### src/rtl/bp_me_burst_to_lite_pkg.sv
// Shared BedRock definitions for the burst-to-lite converter.
// Provides the message type/size enums, the packed header struct, and
// the helper that derives the number of burst data beats from a message size.
package bp_me_burst_to_lite_pkg;

   localparam int unsigned paddr_width_gp   = 40;
   localparam int unsigned payload_width_gp = 16;
   localparam int unsigned msg_type_width_gp = 4;

   typedef enum logic [3:0] {
      e_bedrock_mem_rd    = 4'd0,
      e_bedrock_mem_wr    = 4'd1,
      e_bedrock_mem_uc_rd = 4'd2,
      e_bedrock_mem_uc_wr = 4'd3,
      e_bedrock_mem_pre   = 4'd4,
      e_bedrock_mem_amo   = 4'd5
   } bedrock_msg_type_e;

   typedef enum logic [2:0] {
      e_bedrock_msg_size_1   = 3'd0,
      e_bedrock_msg_size_2   = 3'd1,
      e_bedrock_msg_size_4   = 3'd2,
      e_bedrock_msg_size_8   = 3'd3,
      e_bedrock_msg_size_16  = 3'd4,
      e_bedrock_msg_size_32  = 3'd5,
      e_bedrock_msg_size_64  = 3'd6,
      e_bedrock_msg_size_128 = 3'd7
   } bedrock_msg_size_e;

   typedef struct packed {
      logic [payload_width_gp-1:0] payload;
      bedrock_msg_size_e           size;
      logic [paddr_width_gp-1:0]   addr;
      bedrock_msg_type_e           msg_type;
   } bedrock_header_s;

   localparam int unsigned header_width_gp = $bits(bedrock_header_s);

   // Beats needed for a message: at least one, never more than the Lite word holds
   function automatic int unsigned burst_beats(input logic [2:0] size,
                                               input int unsigned beat_bytes,
                                               input int unsigned max_beats);
      int unsigned beats;
      beats = (32'd1 << size) / beat_bytes;
      if (beats == 0) beats = 1;
      if (beats > max_beats) beats = max_beats;
      return beats;
   endfunction

endpackage

### src/rtl/bp_me_burst_sipo_dynamic.sv
// Serial-in parallel-out beat collector with a per-message length.
// Ports: load_i/len_i start a message of len_i beats; v_i/data_i write the
// next beat; last_c_o flags that the current write slot is the final beat;
// full_o is set once len_i beats are held; data_o is the collected beats
// with the first len beats replicated across the whole output width.
module bp_me_burst_sipo_dynamic #(
   parameter int unsigned width_p = 64,
   parameter int unsigned els_p   = 8,
   localparam int unsigned len_width_lp = $clog2(els_p + 1),
   localparam int unsigned idx_width_lp = (els_p > 1) ? $clog2(els_p) : 1
) (
   input  logic                        clk_i,
   input  logic                        reset_i,
   input  logic                        load_i,
   input  logic [len_width_lp-1:0]     len_i,
   input  logic                        v_i,
   input  logic [width_p-1:0]          data_i,
   output logic                        last_c_o,
   output logic                        full_o,
   output logic [els_p*width_p-1:0]    data_o
);

   logic [els_p-1:0][width_p-1:0] mem_q, mem_d;
   logic [len_width_lp-1:0]       idx_q, idx_d;
   logic [len_width_lp-1:0]       len_q, len_d;
   logic [idx_width_lp-1:0]       len_mask;

   assign full_o   = (idx_q == len_q);
   assign last_c_o = (idx_q == len_q - len_width_lp'(1));

   // Beat write and index advance; a load restarts the message
   always_comb begin
      mem_d = mem_q;
      idx_d = idx_q;
      len_d = len_q;
      if (load_i) begin
         idx_d = '0;
         len_d = len_i;
      end else if (v_i && !full_o) begin
         mem_d[idx_q[idx_width_lp-1:0]] = data_i;
         idx_d = idx_q + len_width_lp'(1);
      end
   end

   // Lengths are powers of two, so word w repeats beat (w mod len)
   always_comb begin
      len_mask = idx_width_lp'(len_q - len_width_lp'(1));
      data_o   = '0;
      for (int unsigned w = 0; w < els_p; w++) begin
         data_o[w*width_p +: width_p] = mem_q[idx_width_lp'(w) & len_mask];
      end
   end

   always_ff @(posedge clk_i or negedge reset_i) begin
      if (!reset_i) begin
         mem_q <= '0;
         idx_q <= '0;
         len_q <= '0;
      end else begin
         mem_q <= mem_d;
         idx_q <= idx_d;
         len_q <= len_d;
      end
   end

endmodule

### src/rtl/bp_me_burst_to_lite.sv
// Reassembles a BedRock burst message (header + N data beats) into one
// Lite message carrying the header and the full-width data.
// Ports: in_msg_header_* is the burst header channel, in_msg_data_* the
// beat channel, out_msg_* the Lite {header, data} output; all ready-valid-and.
// reset_i is asynchronous active-low; outputs stay low until one cycle after release.
module bp_me_burst_to_lite
   import bp_me_burst_to_lite_pkg::*;
#(
   parameter int unsigned in_data_width_p  = 64,
   parameter int unsigned out_data_width_p = 512,
   parameter logic [(1<<msg_type_width_gp)-1:0] payload_mask_p = '0,
   localparam int unsigned in_msg_header_width_lp = header_width_gp,
   localparam int unsigned out_msg_width_lp       = header_width_gp + out_data_width_p
) (
   input  logic                              clk_i,
   input  logic                              reset_i,
   input  logic [in_msg_header_width_lp-1:0] in_msg_header_i,
   input  logic                              in_msg_header_v_i,
   output logic                              in_msg_header_ready_and_o,
   input  logic [in_data_width_p-1:0]        in_msg_data_i,
   input  logic                              in_msg_data_v_i,
   output logic                              in_msg_data_ready_and_o,
   output logic [out_msg_width_lp-1:0]       out_msg_o,
   output logic                              out_msg_v_o,
   input  logic                              out_msg_ready_and_i
);

   localparam int unsigned burst_words_lp = out_data_width_p / in_data_width_p;
   localparam int unsigned count_width_lp = $clog2(burst_words_lp + 1);
   localparam int unsigned beat_bytes_lp  = in_data_width_p / 8;
   localparam int unsigned out_bytes_lp   = out_data_width_p / 8;

   typedef enum logic [1:0] {e_ready, e_data, e_send} state_e;

   state_e                      state_q, state_d;
   bedrock_header_s             header_q, header_d, in_header;
   logic                        has_data_q, has_data_d;
   logic                        init_q, init_d;
   logic                        header_ready_c, data_ready_c, out_v_c;
   logic                        sipo_load, sipo_v, sipo_last_c, sipo_full;
   logic                        in_oversize_c;
   logic [count_width_lp-1:0]   in_count;
   logic [out_data_width_p-1:0] sipo_data;

   assign in_header     = bedrock_header_s'(in_msg_header_i);
   assign in_count      = count_width_lp'(burst_beats(in_header.size, beat_bytes_lp, burst_words_lp));
   assign in_oversize_c = ((32'd1 << in_header.size) > out_bytes_lp);
   assign init_d        = 1'b1;

   bp_me_burst_sipo_dynamic #(
      .width_p (in_data_width_p),
      .els_p   (burst_words_lp)
   ) sipo (
      .clk_i    (clk_i),
      .reset_i  (reset_i),
      .load_i   (sipo_load),
      .len_i    (in_count),
      .v_i      (sipo_v),
      .data_i   (in_msg_data_i),
      .last_c_o (sipo_last_c),
      .full_o   (sipo_full),
      .data_o   (sipo_data)
   );

   // Next-state and handshake decode; init_q keeps readies low straight out of reset
   always_comb begin
      state_d        = state_q;
      header_d       = header_q;
      has_data_d     = has_data_q;
      header_ready_c = 1'b0;
      data_ready_c   = 1'b0;
      out_v_c        = 1'b0;
      sipo_load      = 1'b0;
      sipo_v         = 1'b0;
      unique case (state_q)
         e_ready: begin
            header_ready_c = init_q;
            if (in_msg_header_v_i && init_q) begin
               header_d   = in_header;
               has_data_d = payload_mask_p[in_header.msg_type];
               sipo_load  = 1'b1;
               state_d    = has_data_d ? e_data : e_send;
            end
         end
         e_data: begin
            data_ready_c = !sipo_full;
            if (in_msg_data_v_i && !sipo_full) begin
               sipo_v = 1'b1;
               if (sipo_last_c) state_d = e_send;
            end
         end
         e_send: begin
            out_v_c = 1'b1;
            if (out_msg_ready_and_i) state_d = e_ready;
         end
         default: state_d = e_ready;
      endcase
   end

   always_ff @(posedge clk_i or negedge reset_i) begin
      if (!reset_i) begin
         state_q    <= e_ready;
         header_q   <= '0;
         has_data_q <= 1'b0;
         init_q     <= 1'b0;
      end else begin
         state_q    <= state_d;
         header_q   <= header_d;
         has_data_q <= has_data_d;
         init_q     <= init_d;
      end
   end

   assign in_msg_header_ready_and_o = header_ready_c;
   assign in_msg_data_ready_and_o   = data_ready_c;
   assign out_msg_v_o               = out_v_c;
   assign out_msg_o                 = {header_q, (has_data_q ? sipo_data : '0)};

   // A size wider than the Lite word is clamped; flag it in simulation
   assert property (@(posedge clk_i) disable iff (!reset_i) sipo_load |-> !in_oversize_c);

endmodule

### config.mk
export PLATFORM = sky130hd
export DESIGN_NAME = bp_me_burst_to_lite
export DESIGN_NICKNAME = d
export VERILOG_FILES = /design/src/rtl/bp_me_burst_to_lite_pkg.sv /design/src/rtl/bp_me_burst_sipo_dynamic.sv /design/src/rtl/bp_me_burst_to_lite.sv
export SDC_FILE = /design/constraint.sdc
export NUM_CORES = 1
export LEC_CHECK = 0
export CORE_AREA = 2 2 276 278
export CTS_BUF_LIST = sky130_fd_sc_hd__clkbuf_8
export CTS_CLUSTER_DIAMETER = 40
export DETAILED_ROUTE_END_ITERATION = 10
export DIE_AREA = 0 0 278 280
export HOLD_SLACK_MARGIN = 0.05
export PLACE_DENSITY = 0.37
export SLEW_MARGIN = 40
export SYNTH_ARGS = -nofsm -noshare
export SYNTH_HDL_FRONTEND = slang
export SYNTH_SLANG_ARGS = --single-unit
### constraint.sdc
create_clock -name clk_i -period 2 [get_ports clk_i]
set_clock_uncertainty 0.15 [all_clocks]
set_input_delay 0.4 -clock clk_i [delete_from_list [all_inputs] [get_ports clk_i]]
set_output_delay 0.4 -clock clk_i [all_outputs]
set_load 0.05 [all_outputs]
=== Word level (Yosys, flattened, before mapping) ===
Memories as Yosys holds them, arrays and structs flattened.
Cells that the tools add are included.

* Mux-type cells: 36
* Reduce and logical (&&, ||, !) cells: 11
* Equality and inequality tests: 8
* Magnitude comparators: 11
* Bitwise logic cells: 1
* $add $sub $neg: 2
* Shift operators: 1

{| class="wikitable"
|+ Operators with widths
! operator !! count
|-
| $mux 64 || 11
|-
| $bwmux 512 || 1
|-
| $mux 512 || 1
|-
| $bmux 64 s2 || 3
|-
| $bmux 64 s3 || 1
|-
| $demux 64 s3 || 1
|-
| $logic_not 32->1 || 1
|-
| $shl 1x3->32 const A || 1
|-
| $gt 29x4->1 const B || 1
|-
| $mux 29 || 1
|-
| $lt 3x4->1 const B || 5
|-
| $mux 4 || 3
|-
| $mux 2 || 5
|-
| $eq 4x4->1 || 2
|-
| $lt 2x4->1 const B || 2
|-
| $mux 1 || 8
|-
| $ne 2x2->1 const B || 3
|-
| $pmux 2 s3 || 1
|-
| $lt 4x5->1 const B || 1
|-
| $add 4x1->4 const B || 1
|-
| $logic_and 1x1->1 || 4
|-
| $lt 1x4->1 const B || 1
|-
| $reduce_and 2->1 || 2
|-
| $reduce_and 4->1 || 1
|-
| 9 further kinds || 9
|}

* Bits in registers: 587
* Word-level logic and storage cells: 88
* Bits in read-only memories: 16
* Input bits: 132
* Memories: 1

{| class="wikitable"
|+ Memories
! name !! words !! width !! read ports !! clocked after memory_dff !! wr ports !! line !! RTL
|-
| (no name shown) || 16 || 1 || 1 || 0 || 0 || bp_me_burst_to_lite.sv:80 || <nowiki>has_data_d = payload_mask_p[in_header.msg_type];</nowiki>
|}

=== Logic depth before layout (Yosys ltp) ===
Gate-level depths: netlist of run 1.

* Depth in word-level cells: 8
* Mapped depth: 4
* Depth with buffers taken out: 2

=== Least setup slack after synthesis of run 1 ===
No wires, ideal clock.

* Path type: register to register
* Start point: register state_q[1]
* End point: register header_q (netlist bit out_msg_o[512])
* Buffers on the path: 2
* Path slack: 278 ps
* Cell stages (with the launch flop): 5
* Period minus slack after synthesis: 1,722 ps
* Data arrival time: 1,447 ps
* Library setup time: 125 ps
* Cell sequence: dfrtp_1 > nand3b_4 > buf_12 > buf_12 > mux2_4

* Longest elaborated chain between the ends: 2

{| class="wikitable"
|+ RTL lines
! item !! line !! RTL
|-
| from (decl) || bp_me_burst_to_lite.sv:35 || <nowiki>state_e state_q, state_d;</nowiki>
|-
| from (signal assigned) || bp_me_burst_to_lite.sv:102 || <nowiki>state_q <= e_ready;</nowiki>
|-
| from (signal assigned) || bp_me_burst_to_lite.sv:107 || <nowiki>state_q <= state_d;</nowiki>
|-
| $logic_not 2->1 || bp_me_burst_to_lite.sv:75 || <nowiki>unique case (state_q)</nowiki>
|-
| $reduce_and 2->1 (no source line) || -- ||
|-
| to (signal assigned) || bp_me_burst_to_lite.sv:108 || <nowiki>header_q <= header_d;</nowiki>
|-
| to (decl) || bp_me_burst_to_lite.sv:36 || <nowiki>bedrock_header_s header_q, header_d, in_header;</nowiki>
|}

No other way between the ends.
A chain may end at the register's enable or synchronous reset.

=== Final worst setup path of run 1 ===
* Start point: register state_q[1]
* End point: output port in_msg_header_ready_and_o

* Longest elaborated chain between the ends: 2

{| class="wikitable"
|+ RTL lines
! item !! line !! RTL
|-
| $logic_not 2->1 || bp_me_burst_to_lite.sv:75 ||
|-
| $mux 1 || bp_me_burst_to_lite.sv:75 ||
|-
| to (decl) || bp_me_burst_to_lite.sv:19 || <nowiki>output logic in_msg_header_ready_and_o,</nowiki>
|}

No other way between the ends.

==> results of run 1 <==
==> registers in the layout, summed over array words and instances, names as in the netlist <==
register   flops
state_q        1
init_q         1
out_msg_o     63
==> kinds of logic after synthesis <==
| family | synth area share |
|---|---|
| multiplexers | 0.1412 |
| flip-flops | 0.2467 |
| AO/OA/AOI/OAI | 0.0007583 |
| buffers and inverters | 0.6059 |
| other | 0.001139 |
| AND/OR/NAND/NOR | 0.004365 |
==> worst max path at each step <==
stage                                 from  slack [ns]                         end  depth (start not counted)
floorplan           state_q[1]$_DFFE_PN0P_        0.28  out_msg_o[512]$_DFFE_PN0P_                          4
global placement         in_msg_header_v_i        0.07  out_msg_o[563]$_DFFE_PN0P_                          4
detailed placement       in_msg_header_v_i        0.05  out_msg_o[566]$_DFFE_PN0P_                          4
CTS                 state_q[1]$_DFFE_PN0P_        0.20   in_msg_header_ready_and_o                          2
global route        state_q[1]$_DFFE_PN0P_        0.18   in_msg_header_ready_and_o                          2
finish              state_q[1]$_DFFE_PN0P_        0.28   in_msg_header_ready_and_o                          2
==> Yosys cell counts, drive strengths merged <==
master    n
buf     520
dfrtp    65
mux2     63
conb      2
and2b     1
inv       1
nand3b    1
o21ai     1
==> power breakdown <==
| part | leakage (nW) | internal [mW] | switching, mW |
|---|---|---|---|
| clock | 0.107 | 0.615 | 0.712 |
| combinational | 2.87 | 0.867 | 3.44 |
| sequential | 0.766 | 1.59 | 0.172 |
| total | 3.74 | 3.08 | 4.32 |
==> layer usage <==
layer	routed length (µm)	share of wire	track usage
met5	0	0	0
met4	278	0.023	0.01705
met3	1586	0.13	0.01549
met2	6169	0.52	0.04455
met1	3827	0.32	0.02683
==> critical path: cells and delay by family (launching register included) <==
family                 cells  cell delay [ns]
buffers and inverters      1             0.13
flip-flops                 1             0.41
AND/OR/NAND/NOR            1             0.24
==> metrics by stage <==
step / std cells / total power [mW]
global placement: 1761 / 6.091
global route: 1778 / 7.769
floorplan: 1166 / 6.134
CTS: 1778 / 7.582
finish: 1778 / 7.397
detailed placement: 1761 / 6.093
==> cell type report <==
type	count	area (µm²)
fill	8738	68000
multi-input combinational	580	2894
sequential	65	1627
timing repair buffer	138	1239
tap	978	1224
clock buffer	10	137.6
clock inverter	6	66.31
inverter	1	3.754
==> timing repair <==
| item | 4_1_cts | 5_1_grt |
|---|---|---|
| endpoints found under the hold margin | 65 | 0 |
| endpoints found under the setup margin | 0 | 0 |
| hold buffers | 1 | 0 |
==> flow_summary.yaml, run 1 <==
logic_synthesis:
  synthTopCellsByArea: "buf_4 58%, dfrtp_1 25%, mux2_4 13%"
  synth_cells: 654
  syn_avg_cell_area_um2: 10.08
  yosysWarningCount: 0
  syn_area_um2: 6594
  synth_cell_type_count: 10
  yosysTopAreaCellShare: 0.5841
  synth_top_area_cell: "buf_4"
  synth-seq-cells: 65
  synth_seq_area_share: 0.2467
place:
  gp_congestion: 0.6454
  dpl_worst_slack_ns: 0.05219
  hpwl_mm: 9.359
  placed_area_um2: 6977
  numPortBuffers: 131
timing:
  hold_viol: 0
  finalCriticalPeriod_ns: 1.718
  setup_viol_count_final: 0
  slew_viol_final: 0
  fin_setup_tns_ns: 0
  holdWs_ns: 0.2252
  grt_setup_unrepaired: "false"
  fin_crit_sh: 0.8591
  worst_slack_ns: 0.2819
  fmax_mhz: 582.0
drt:
  routed_wl_mm: 11.86
  wl_per_cell_um: 6.671
  num_vias: 3003
  dr.first_iter.drc_count: 20
  viasPerCell: 1.689
  remaining_drc_errors: 0
  drtAntennaViolNets: 0
  drt_first_pass_iters: 3
global_routing:
  globalRoute.totalOverflow: 0
  antenna_found_initial: 1
  grt_pass1_vias: 2122
  grt_max_degree: 33
  grtUsageTotal: 0.02731
  grt_first_pass_wirelength_mm: 14.54
setup_path:
  worst-endpoint-required_ns: 1.45
  reg2reg_to: "out_msg_o[546]$_DFFE_PN0P_"
  worst_path_max_delay_cell: "dfrtp_1"
  reg2regPathDepth: 3
  critical_path_arrival_ns: 1.17
  crit_path_max_fanout: 4
  cp_cell_sequence: "and2b_2 -> buf_12"
  r2r_setup_slack_ns: 0.52
  end_kind: "primary output"
  start_kind: "flop"
  cp_slowest_stage_delay_ns: 0.41
  reg2reg_from: "state_q[1]$_DFFE_PN0P_"
  crit_type: "flop to primary output"
cells_and_area:
  finish.instance_area_um2: 7191
  final_common_cell: "conb_1"
  fin_util: 0.09563
  syn2layout_area_growth_pct: 9.051
  nets: 927
  drive_above_1_share: 0.1913
  final_cell_mix: "514 x conb_1, 69 x buf_4, 65 x dfrtp_1, 65 x clkdlybuf4s50_1, 59 x mux2_4"
  diodes: 0
clock_network:
  cts.sinks: 65
  ctsRootBufferMaster: "clkbuf_8"
  htreeDepth: 3
  post_cts_buffers: 0
  cts_tree: "done"
  clk_pin_slew_worst_paths_ns: 0.09
  numCtsBuffers: 9
  clk_latency_ns: 0.39
  ctsResizeCount: 0
  clock_path_buffers: 2
pwr:
  p_leak_nw: 3.740
  p_per_area_nw_per_um2: 1029
  peakVddDrop_mv: 0.3084
die:
  die_w_um: 278
  fp-row-count: 101
  initial_core_util: 0.08769
  core_um2: 75190
  die-area_um2: 77840
  die_height_um: 280
  io_pins: 710
run_status:
  outcome: "completed"
min_path:
  hold_class: "primary input to async pin"
run:
  drv_cap: 0
(Power assumes the default switching activity.)
==> run 2: changes to the inputs <==
--- a/config.mk
+++ b/config.mk
@@ -11,7 +11,6 @@
 export DETAILED_ROUTE_END_ITERATION = 10
 export DIE_AREA = 0 0 278 280
 export HOLD_SLACK_MARGIN = 0.05
-export PLACE_DENSITY = 0.37
 export SLEW_MARGIN = 40
 export SYNTH_ARGS = -nofsm -noshare
 export SYNTH_HDL_FRONTEND = slang
==> flow_summary.yaml, run 2 (synthesis results as in run 1) <==
run_status:
  outcome: "completed"
timing:
  setup_viol_count_final: 0
  finalCriticalPeriod_ns: 1.794
  hold_viol: 0
  fin_setup_tns_ns: 0
  grt_setup_unrepaired: "false"
  fin_crit_sh: 0.8972
  slew_viol_final: 0
  fmax_mhz: 557.3
pwr:
  p_per_area_nw_per_um2: 1012
  p_leak_nw: 3.770
  peakVddDrop_mv: 0.2667
clock_network:
  cts_tree: "done"
  clk_pin_slew_worst_paths_ns: 0.09
  ctsRootBufferMaster: "clkbuf_8"
  cts.sinks: 65
  clock_path_buffers: 2
  numCtsBuffers: 9
  htreeDepth: 3
  ctsResizeCount: 0
  clk_latency_ns: 0.40
cells_and_area:
  final_cell_mix: "514 x conb_1, 69 x buf_4, 65 x dfrtp_1, 65 x clkdlybuf4s50_1, 59 x mux2_4"
  largest_register_ffs: 63
  drive_above_1_share: 0.1943
  multi_input_area_um2: 2894
  ff_latch_area_um2: 1627
  syn2layout_area_growth_pct: 9.962
  finish.instance_area_um2: 7251
  n_fill_cell: 8696
  nets: 930
  final_common_cell: "conb_1"
  diodes: 0
setup_path:
  critical_path_arrival_ns: 1.24
  worst_path_max_delay_cell: "dfrtp_1"
  cp_slowest_stage_delay_ns: 0.43
  cp_cell_sequence: "and2b_2 -> buf_12"
  worst-endpoint-required_ns: 1.45
  crit_type: "flop to primary output"
  start_kind: "flop"
  end_kind: "primary output"
  crit_path_max_fanout: 4
place:
  hpwl_mm: 8.865
  gp_congestion: 0.6549
  numPortBuffers: 131
  placed_area_um2: 7037
global_routing:
  grt_pass1_vias: 2077
  antenna_found_initial: 1
  groute.layer.met1.usage: 0.02348
  met3_usage: 0.01624
  globalRoute.totalOverflow: 0
  grtUsageMet2: 0.04186
  busiest_layer: "met2"
  grtUsageTotal: 0.02549
  grt_first_pass_wirelength_mm: 13.49
  grt_max_degree: 66
die:
  initial_core_util: 0.08769
  die_w_um: 278
  fp-row-count: 101
  io_pins: 710
  core_um2: 75190
  die_height_um: 280
  die-area_um2: 77840
drt:
  drt_first_pass_iters: 3
  dr.first_iter.drc_count: 36
  num_vias: 3063
  routed_wl_mm: 11.17
  drtAntennaViolNets: 0
  wl_per_cell_um: 6.269
  viasPerCell: 1.720
  remaining_drc_errors: 0
run:
  drv_cap: 0
min_path:
  hold_class: "flop to flop"
## run 2: cell types whose count changed in the layout (fill, tap and decap cells not counted)
cell | previous run | this run
buf_12 | 3 | 6
## run 2: what timing repair did
action                    CTS  global route
hold buffers                1             0
setup buffers               0             0
hold endpoints to repair   65             0
## run 2: critical path, delay by kind of cell, from the launching register on
kind                   cells  cell delay (ns)
buffers and inverters      1             0.14
AND/OR/NAND/NOR            1             0.28
flip-flops                 1             0.43
## run 2: where the power goes
part	internal (mW)	switching (mW)	leakage, nW
registers	1.59	0.165	0.766
clock network	0.614	0.639	0.107
logic	0.882	3.44	2.90
total	3.09	4.24	3.77
## run 2: area by class of cell
type,count,area share
Tap cell,978,0.1688
Inverter,1,0.0005177
Timing Repair Buffer,141,0.1791
Multi-Input combinational cell,580,0.3991
Sequential cell,65,0.2243
Clock buffer,10,0.01898
Clock inverter,6,0.009146
## run 2: through the flow
| stage | utilization | hold slack [ns] | setup WS (ns) | power, mW | std cells |
|---|---|---|---|---|---|
| 4_1_cts | 0.09643 | 0.3244 | 0.1082 | 7.493 | 1781 |
| 6_report | 0.09643 | 0.3604 | 0.2056 | 7.335 | 1781 |
| 3_3_place_gp | 0.09359 | 0.2984 | 0.05728 | 6.086 | 1764 |
| 5_1_grt | 0.09643 | 0.3362 | 0.1094 | 7.685 | 1781 |
| 3_5_place_dp | 0.09359 | 0.3019 | 0.04591 | 6.095 | 1764 |
| 2_1_floorplan | - | -0.04559 | 0.2777 | 6.134 | 1166 |
## run 2: worst paths after layout
check	startpoint	endpoint	slack (ns)	cells past startpoint
setup reg to reg	state_q[1]$_DFFE_PN0P_	out_msg_o[546]$_DFFE_PN0P_	0.46	4
max in group asynchronous	reset_i	out_msg_o[513]$_DFFE_PN0P_	0.97	3
hold reg to reg	out_msg_o[560]$_DFFE_PN0P_	out_msg_o[560]$_DFFE_PN0P_	0.36	1
setup / recovery	state_q[1]$_DFFE_PN0P_	in_msg_header_ready_and_o	0.21	2
hold / removal	out_msg_o[560]$_DFFE_PN0P_	out_msg_o[560]$_DFFE_PN0P_	0.36	1
min in group asynchronous	reset_i	out_msg_o[536]$_DFFE_PN0P_	0.41	3
## run 2: layer usage
layer  up-vias  part of all wire
met5         -                 0
met4         0             0.023
met3        14              0.16
met2       359              0.51
met1      1402              0.31
li1       1288                 -
